[config.mk]
export PLATFORM = sky130hd
export DESIGN_NAME = countdown_seg_driver
export DESIGN_NICKNAME = d
export VERILOG_FILES = /design/src/rtl/countdown_seg_driver_pkg.sv /design/src/rtl/seg7_decode.sv /design/src/rtl/countdown_seg_driver.sv
export SDC_FILE = /design/constraint.sdc
export NUM_CORES = 1
export LEC_CHECK = 0
export CAP_MARGIN = 25
export CELL_PAD_IN_SITES_DETAIL_PLACEMENT = 1
export CELL_PAD_IN_SITES_GLOBAL_PLACEMENT = 2
export CORE_MARGIN = 2
export CORE_UTILIZATION = 32
export CTS_BUF_LIST = sky130_fd_sc_hd__clkbuf_16
export DETAILED_ROUTE_END_ITERATION = 10
export GPL_ROUTABILITY_DRIVEN = 1
export PLACE_DENSITY_LB_ADDON = 0.1
export SLEW_MARGIN = 40
export SYNTH_ARGS = -nofsm -noshare
export SYNTH_HDL_FRONTEND = slang
export SYNTH_SLANG_ARGS = --single-unit
export TNS_END_PERCENT = 50
[constraint.sdc]
create_clock -name clk -period 4.1 [get_ports clk]
set_clock_uncertainty 0.15 [all_clocks]
set_input_delay 0.82 -clock clk [delete_from_list [all_inputs] [get_ports clk]]
set_output_delay 0.82 -clock clk [all_outputs]
set_load 0.01 [all_outputs]
[src/rtl/countdown_seg_driver_pkg.sv]
// Shared types and active-low seven-segment patterns (bit 6 = g ... bit 0 = a)
// for the countdown display driver.
package countdown_seg_driver_pkg;

    typedef logic [6:0] seg_t;
    typedef logic [3:0] bcd_t;

    localparam seg_t SEG_0     = 7'b1000000;
    localparam seg_t SEG_1     = 7'b1111001;
    localparam seg_t SEG_2     = 7'b0100100;
    localparam seg_t SEG_3     = 7'b0110000;
    localparam seg_t SEG_4     = 7'b0011001;
    localparam seg_t SEG_5     = 7'b0010010;
    localparam seg_t SEG_6     = 7'b0000010;
    localparam seg_t SEG_7     = 7'b1111000;
    localparam seg_t SEG_8     = 7'b0000000;
    localparam seg_t SEG_9     = 7'b0010000;
    localparam seg_t SEG_BLANK = 7'b1111111;
    localparam seg_t SEG_DASH  = 7'b0111111;

endpackage

[src/rtl/seg7_decode.sv]
// Combinational BCD digit to active-low seven-segment decoder.
// Non-decimal codes render as a dash.
module seg7_decode
    import countdown_seg_driver_pkg::*;
(
    input  logic [3:0] bcd_i,
    output logic [6:0] seg_o
);

    always_comb begin
        seg_o = SEG_DASH;
        unique case (bcd_t'(bcd_i))
            4'd0:    seg_o = SEG_0;
            4'd1:    seg_o = SEG_1;
            4'd2:    seg_o = SEG_2;
            4'd3:    seg_o = SEG_3;
            4'd4:    seg_o = SEG_4;
            4'd5:    seg_o = SEG_5;
            4'd6:    seg_o = SEG_6;
            4'd7:    seg_o = SEG_7;
            4'd8:    seg_o = SEG_8;
            4'd9:    seg_o = SEG_9;
            default: seg_o = SEG_DASH;
        endcase
    end

endmodule

[src/rtl/countdown_seg_driver.sv]
// Multi-channel tick-driven countdown with registered two-digit 7-seg outputs,
// leading-zero blanking and a shared tick-timed blink overlay.
module countdown_seg_driver
    import countdown_seg_driver_pkg::*;
#(
    parameter int N_CH       = 2,
    parameter int MAX_CNT    = 99,
    parameter int BLINK_HALF = 1
) (
    input  logic              clk,
    input  logic              rst,
    input  logic              tick,
    input  logic [N_CH-1:0]   load,
    input  logic [N_CH*7-1:0] load_val,
    input  logic              blink_en,
    input  logic              blank_lz,
    output logic [N_CH*7-1:0] seg_tens,
    output logic [N_CH*7-1:0] seg_ones,
    output logic [N_CH-1:0]   done
);

    localparam int DIV_W = (BLINK_HALF > 1) ? $clog2(BLINK_HALF) : 1;

    logic [DIV_W-1:0] div_q, div_d;
    logic             phase_q, phase_d;
    logic             blank_all;

    always_comb begin
        div_d   = div_q;
        phase_d = phase_q;
        if (!blink_en) begin
            div_d   = '0;
            phase_d = 1'b0;
        end else if (tick) begin
            if (div_q == DIV_W'(BLINK_HALF - 1)) begin
                div_d   = '0;
                phase_d = ~phase_q;
            end else begin
                div_d = div_q + 1'b1;
            end
        end
    end

    always_ff @(posedge clk) begin
        if (rst) begin
            div_q   <= '0;
            phase_q <= 1'b0;
        end else begin
            div_q   <= div_d;
            phase_q <= phase_d;
        end
    end

    assign blank_all = blink_en && phase_q;

    for (genvar i = 0; i < N_CH; i++) begin : g_ch
        logic [6:0] lv;
        logic [6:0] cnt_q, cnt_d;
        logic       done_q, done_d;
        bcd_t       tens, ones;
        seg_t       tens_dec, ones_dec;
        seg_t       seg_tens_q, seg_tens_d, seg_ones_q, seg_ones_d;

        assign lv = load_val[i*7 +: 7];

        // A load in the same cycle as a tick suppresses both the decrement and done.
        always_comb begin
            cnt_d  = cnt_q;
            done_d = 1'b0;
            if (load[i]) begin
                cnt_d = (lv > 7'(MAX_CNT)) ? 7'(MAX_CNT) : lv;
            end else if (tick && cnt_q != 7'd0) begin
                cnt_d  = cnt_q - 7'd1;
                done_d = (cnt_q == 7'd1);
            end
        end

        assign tens = 4'(cnt_q / 7'd10);
        assign ones = 4'(cnt_q % 7'd10);

        seg7_decode u_tens (.bcd_i(tens), .seg_o(tens_dec));
        seg7_decode u_ones (.bcd_i(ones), .seg_o(ones_dec));

        always_comb begin
            seg_tens_d = tens_dec;
            seg_ones_d = ones_dec;
            if (blank_lz && tens == 4'd0) begin
                seg_tens_d = SEG_BLANK;
            end
            if (blank_all) begin
                seg_tens_d = SEG_BLANK;
                seg_ones_d = SEG_BLANK;
            end
        end

        always_ff @(posedge clk) begin
            if (rst) begin
                cnt_q      <= 7'd0;
                done_q     <= 1'b0;
                seg_tens_q <= SEG_BLANK;
                seg_ones_q <= SEG_BLANK;
            end else begin
                cnt_q      <= cnt_d;
                done_q     <= done_d;
                seg_tens_q <= seg_tens_d;
                seg_ones_q <= seg_ones_d;
            end
        end

        assign seg_tens[i*7 +: 7] = seg_tens_q;
        assign seg_ones[i*7 +: 7] = seg_ones_q;
        assign done[i]            = done_q;
    end

endmodule

==> results by group, run 1 <==
Outcome
  • Status: finished clean

Yosys
  • Post-synthesis register bit count: 45
  • Most area-hungry cell type in the Yosys netlist: dfxtp_1
  • Most common flop cell mapped by yosys: dfxtp_1
  • Synthesis Warnings: 0
  • Mapped Area: between 3000 and 4000 sq um
  • Post-synth top area share: between 20% and 30%
  • Post-synth top cells: 46 x nor2_1, 45 x dfxtp_1, 36 x nand2_1, 30 x ha_1, 26 x a21oi_1
  • Post-synth EDFFs: 0
  • Mapped Avg Cell Area: 7.81 sq um
  • Mapped Cells: between 400 and 500
  • Seq/Total Area, Yosys: between 20% and 30%
  • Syn_nets: approximately 490
  • Ys async rst share: 0%
  • Main area contributors after synthesis: dfxtp_1 26%, ha_1 11%, nor2_1 5.0%, nand2_1 3.9%, a21oi_1 3.8%
  • Synth unique cells: 73
  • Most common cell in the netlist: nor2_1

Placed design
  • Placed Instances: ~620
  • DP HPWL: 7.59 mm
  • Routability Congestion: 0.814
  • Buffers on Ports: 50

Worst setup path
  • CP startpoint kind: flip-flop
  • Worst r2r src: g_ch[0].cnt_q[4]
  • Max FO, Critical Path: 11
  • Worst r2r path cells: 15
  • Crit Path Category: flip-flop to flip-flop
  • Endpoint class of the critical path: flip-flop
  • WP data required: 4.11 ns
  • Flop2flop setup slack: ~0.38 ns
  • WP data arrival: between 3 and 4 ns
  • R2R Path End: g_ch[0].seg_ones_q[4]

Clocking
  • H-tree Lvls: 2
  • Clk Latency, worst-skew pair: ~0.29 ns
  • Quantity of hold-fixing buffers added after cts: 0
  • CTS Buf Count: 5
  • CTS tree: done
  • Clk buf depth: 2
  • Worst-path clk slew: approximately 0.070 ns
  • Total setup buffers inserted after CTS: 0
  • CTS resizes: 0
  • Clock sink total: 45
  • Clock root cell: clkbuf_16

Pwr
  • Power Dens Cells: approximately 460 nW/um^2
  • Overall power: about 0.002 W
  • Leakage: around 1.7 nW
  • Peak supply drop: roughly 160 uV

STA
  • Setup violators final: 0
  • Fin. max-slew vios: 0
  • Final Hold Fails: 0
  • Final min period: roughly 3.7 ns
  • Final TNS setup: 0 ns
  • Worst rel slew slack: between 40% and 50%
  • Worst Tran Pin Value: slightly below 0.8 ns
  • Peak Freq: between 200 and 300 MHz
  • RSZ-0062 raised after global routing: no
  • Crit share post-route: just over 90%

Min path
  • Hold path cells: 2
  • Endpoint, Worst Hold: phase_q
  • Hold_sp: phase_q
  • Worst hold path class: flip-flop to flip-flop

GRT
  • First-pass GRT wire length: 16.4 mm
  • GR Util All Layers: between 15 and 20%
  • Vias in the first global route: roughly 3,200
  • Largest net degree at the start of global routing: 20
  • GRT overflow: 0
  • Initial antenna violation count: 0

Drt
  • Drt wl/cell: between 15 and 20 um
  • Antenna viol nets, final: 0
  • Initial DRT Pass Iterations: 4
  • WL final: around 10 mm
  • Iteration-0 DRC Markers: 100
  • Vias/cell: between 5 and 6
  • Vias after detailed routing: ~3,300
  • DRC: 0

Floorplanning
  • Die X: 108 um
  • # IOs: 51
  • Die footprint: approximately 12,000 sq um
  • Initial core utilization: around a third
  • Die Span Y: around 110 um
  • Core Footprint: 10,400 sq um
  • FP Rows: 37

Final layout
  • Fillers: approximately 1,300
  • Layout cells sized above 1: roughly 7.6%
  • Fin cells: around 620
  • Synth-to-layout area growth: 23.8%
  • Diodes inserted: 0
  • Final #Nets: around 540

Run
  • Max cap viols: 0
## layer usage
layer | vias up | GRT usage (%) | routed length, um
met5 | - | 0 | 0
met4 | 0 | 4.12 | 88
met3 | 6 | 2.48 | 317
met2 | 66 | 26.8 | 4210
met1 | 1565 | 25.7 | 5240
li1 | 1694 | - | -
## layout by cell type, fill, tap and decap left out, drive strengths merged, types with 16 or more instances in the layout
| cell | count |
|---|---|
| clkdlybuf4s50 | 50 |
| nor2 | 47 |
| dfxtp | 45 |
| nand2 | 36 |
| ha | 30 |
| o21ai | 30 |
| a21oi | 26 |
| inv | 21 |
| a31oi | 16 |
| nand3 | 16 |
## state kept, by name, summed over array words and instances (netlist names)
signal and count:
g_ch.seg_ones_q 14, g_ch.seg_tens_q 14, phase_q 1, g_ch.done_q 2, g_ch.cnt_q 14
## cell type report
cell class	instances	area, sq um	area share [%]
flip-flops and latches	45	901	21.1
repair buffers	62	591	13.9
multi-input cells	350	2350	55.2
well taps	136	170	3.99
clock inverters	3	41.3	0.969
clock buffers	5	125	2.94
inverters	22	82.6	1.94
## worst max-delay path: stages, from the launching register on
cell       delay (ns)
dfxtp_1          0.50
and2b_1          0.30
a22oi_1          0.17
o22ai_1          0.12
nor2_2           0.27
ha_2             0.33
inv_1            0.15
a21oi_1          0.23
xnor2_1          0.15
inv_1            0.12
ha_1             0.22
nor2_1           0.06
nor4b_1          0.15
a31o_2           0.22
a2111oi_1        0.33
o21ai_1          0.11
## how the worst max path moves through the flow
| stage | endpoint | cells past startpoint | startpoint | slack (ns) |
|---|---|---|---|---|
| final | g_ch[0].seg_ones_q[4] | 15 | g_ch[0].cnt_q[4] | 0.38 |
| after global routing | g_ch[0].seg_ones_q[4] | 15 | g_ch[0].cnt_q[4] | 0.05 |
| after CTS | g_ch[0].seg_ones_q[4] | 15 | g_ch[0].cnt_q[4] | 0.21 |
| after detailed placement | g_ch[0].seg_ones_q[4] | 15 | g_ch[0].cnt_q[4] | 0.23 |
| after global placement | g_ch[0].seg_ones_q[4] | 15 | g_ch[0].cnt_q[4] | 0.42 |
| after floorplan | g_ch[0].seg_ones_q[4] | 17 | g_ch[0].cnt_q[3] | 0.47 |
## stage by stage
| step | utilization (%) | worst slack (ns) | cell area, sq um | hold WS (ns) |
|---|---|---|---|---|
| floorplan | - | 0.471 | 3440 | 0.388 |
| global placement | 39.5 | 0.417 | 4090 | 0.398 |
| detailed placement | 39.5 | 0.233 | 4090 | 0.415 |
| CTS | 41.1 | 0.211 | 4260 | 0.424 |
| global route | 41.1 | 0.0478 | 4260 | 0.454 |
| finish | 41.1 | 0.379 | 4260 | 0.417 |
## cell families after synthesis
family          synth area share (%)
xor+xnor                        4.07
mux                             2.22
fa+ha+maj                       11.2
buf+inv                         5.70
flops                           26.2
compound gates                  25.6
simple gates                    25.1
## report_power, final
group | internal [W] | leakage [nW] | total (W) | switching [W]
Clock | 0.000286 | 0.0775 | 0.000462 | 0.000176
Combinational | 0.000420 | 1.24 | 0.000918 | 0.000498
Sequential | 0.000530 | 0.374 | 0.000579 | 0.0000489
Power figures use the tool's default switching activity.
==> run 2: changes to the inputs <==
Settings changed: ABC_CLOCK_PERIOD_IN_PS set to 4100, HOLD_SLACK_MARGIN set to 0.05.
==> results of run 2 <==
Same layout as run 1: the final DEF is identical, and so are final timing and power.
==> run 3: changes to the inputs <==
Settings changed: CELL_PAD_IN_SITES_DETAIL_PLACEMENT 1 to unset, CELL_PAD_IN_SITES_GLOBAL_PLACEMENT 2 to unset, CORE_UTILIZATION 32 to 55, PLACE_DENSITY set to 0.82, PLACE_DENSITY_LB_ADDON 0.1 to unset, RECOVER_POWER set to 50.
==> results by group, run 3 (synthesized netlist as in run 1, its figures left out) <==
STA
  • Crit share post-route: 92.6% (+1.8 points)
  • Hold Slack: 0.420 ns (+0.00312 ns)
  • RSZ-0062 raised after global routing: no
  • Setup violators final: 0 (unchanged)
  • Final Hold Fails: 0 (unchanged)
  • Final min period: 3.80 ns (+0.0757 ns)
  • Final TNS setup: 0 ns (unchanged)
  • Worst rel slew slack: 36.5% (-12 points)
  • Worst Tran Pin Value: 0.944 ns (+0.170 ns)
  • Fin. max-slew vios: 0 (unchanged)
  • Peak Freq: 263 MHz (-2.0%)

Drt
  • WL final: 7.96 mm (-19%)
  • Vias/cell: 6.09 (+14%)
  • Initial DRT Pass Iterations: 4 (unchanged)
  • Iteration-0 DRC Markers: 198 (+98%)
  • Antenna viol nets, final: 0 (unchanged)
  • Drt wl/cell: 14.3 um (-9.4%)
  • Vias after detailed routing: 3,380 (+1.5%)
  • DRC: 0 (unchanged)

Clocking
  • Quantity of hold-fixing buffers added after cts: 0 (unchanged)
  • Clk Latency, worst-skew pair: 0.28 ns (about the same)
  • Clk buf depth: 2 (unchanged)
  • Total setup buffers inserted after CTS: 0 (unchanged)
  • Worst-path clk slew: 0.06 ns (about the same)
  • Clock root cell: clkbuf_16
  • Clock sink total: 45 (unchanged)
  • CTS resizes: 0 (unchanged)
  • CTS tree: done
  • H-tree Lvls: 2 (unchanged)
  • CTS Buf Count: 5 (unchanged)

Worst setup path
  • Max FO, Critical Path: 11 (unchanged)
  • CP startpoint kind: flip-flop
  • Endpoint class of the critical path: flip-flop
  • Slowest cell on crit path: dfxtp_1
  • Crit Path Category: flip-flop to flip-flop
  • WP data arrival: 3.80 ns (+0.07 ns)
  • WP data required: 4.11 ns (about the same)
  • CP peak stage delay: 0.50 ns (about the same)
  • Bufs and invs on worst path: 2 (unchanged)
  • CP delay by family, top: compound AO/OA/AOI/OAI gates
  • Critical-path cell list: and2b_1 > a22oi_1 > o22ai_1 > nor2_1 > ha_1 > inv_1 > a21oi_1 > xnor2_1 > inv_1 > ha_1 > nor2_1 > nor4b_1 > a31o_2 > a2111oi_1 > o21ai_1

GRT
  • First-pass GRT wire length: 13.6 mm (-17%)
  • Vias in the first global route: 3,015 (-5.6%)
  • GRT overflow: 0 (unchanged)
  • GR Util All Layers: 22.9% (+5.5 points)
  • Largest net degree at the start of global routing: 20 (unchanged)
  • Initial antenna violation count: 0 (unchanged)

Pwr
  • Overall power: 0.00188 W (-4.0%)
  • Leakage: 1.63 nW (-4.0%)
  • Peak supply drop: 319 uV (+94%)
  • Clock network power share: 24.0% (+0.4 points)
  • P_int: 0.00120 W (-3.1%)
  • Logic gate share of total power: 44.8% (-2.1 points)
  • Switching share of power: 36.3% (-0.60 points)
  • Power Dens Cells: 457 nW/um^2 (-0.61%)
  • Switching power: 0.000683 W (-5.6%)
  • Seq pwr share: 31.2% (+1.6 points)

Placed design
  • Placed Instances: 547 (-11%)
  • Buffers on Ports: 50 (unchanged)
  • Routability Congestion: 0.947 (+16%)
  • DP HPWL: 5.88 mm (-23%)

Floorplanning
  • Die Span Y: 83.1 um (-23%)
  • Die X: 83.1 um (-23%)
  • Die footprint: 6910 sq um (-40%)
  • # IOs: 51 (unchanged)
  • Core Footprint: 5990 sq um (-42%)
  • FP Rows: 28 (-24%)
  • Initial core utilization: 57.5% (+24 points)

Final layout
  • Most frequent cells in the layout: 46 x nor2_1, 45 x dfxtp_1, 36 x nand2_1
  • Synth-to-layout area growth: 19.5%
  • Top flop regs: g_ch.cnt_q (14), g_ch.seg_ones_q (14), g_ch.seg_tens_q (14)
  • Leading cell type in the layout, fill and taps excluded: nor2_1
  • Final #Nets: 530 (-1.3%)
  • Layout cells sized above 1: 5.63% (-2.0 points)
  • Fin cells: 555 (-11%)
  • Diodes inserted: 0 (unchanged)

Min path
  • Worst hold path class: flip-flop to flip-flop

Outcome
  • Status: finished clean

Run
  • Max cap viols: 0 (unchanged)
==> run 3: cell count changes in the layout (fill, tap and decap cells not counted), sizes merged <==
cell	change
dlygate4sd3	+32
buf	-7
clkdlybuf4s50	-32
==> run 3: final cells by class <==
class | instances | area (sq um)
Clock buffer | 5 | 125
Clock inverter | 3 | 41.3
Fill cell | 474 | 1880
Inverter | 22 | 82.6
Multi-Input combinational cell | 350 | 2330
Sequential cell | 45 | 901
Tap cell | 75 | 93.8
Timing Repair Buffer | 55 | 538
==> run 3: worst min-delay path: cells and delay by family (launching register included) <==
kind                      cells  cell delay (ns)
DFF                           1             0.33
xor gates and xnor gates      1             0.15
and+or+nand+nor               1             0.04
==> run 3: metal layers <==
layer	up-vias	GRT usage, %	wire (um)
met5	-	0	0
met4	0	6.41	147
met3	16	4.37	579
met2	138	36.7	3490
met1	1547	31.6	3740
li1	1679	-	-
==> run 3: final timing paths <==
path                                  startpoint                     to  slack (ns)  depth (start not counted)
worst max-delay path            g_ch[0].cnt_q[4]  g_ch[0].seg_ones_q[4]        0.30                         15
worst min-delay path                     phase_q                phase_q        0.42                          2
worst max register to register  g_ch[0].cnt_q[4]  g_ch[0].seg_ones_q[4]        0.30                         15
worst min register to register           phase_q                phase_q        0.42                          2
==> run 3: power groups by stage <==
stage	logic [W]	clock network, W	registers [W]
finish	0.000842	0.000451	0.000587
global route	0.000936	0.000474	0.000600
CTS	0.000865	0.000456	0.000592
detailed placement	0.000857	0	0.000602
global placement	0.000851	0	0.000597
floorplan	0.000551	0	0.000614
==> run 3: stage by stage <==
stage	util (%)	worst slack, ns	instance area (sq um)
3_5_place_dp	66.1	0.365	3960
3_3_place_gp	66.1	0.530	3960
4_1_cts	68.9	0.358	4130
5_1_grt	68.7	0.0213	4120
2_1_floorplan	-	0.471	3440
6_report	68.7	0.303	4120
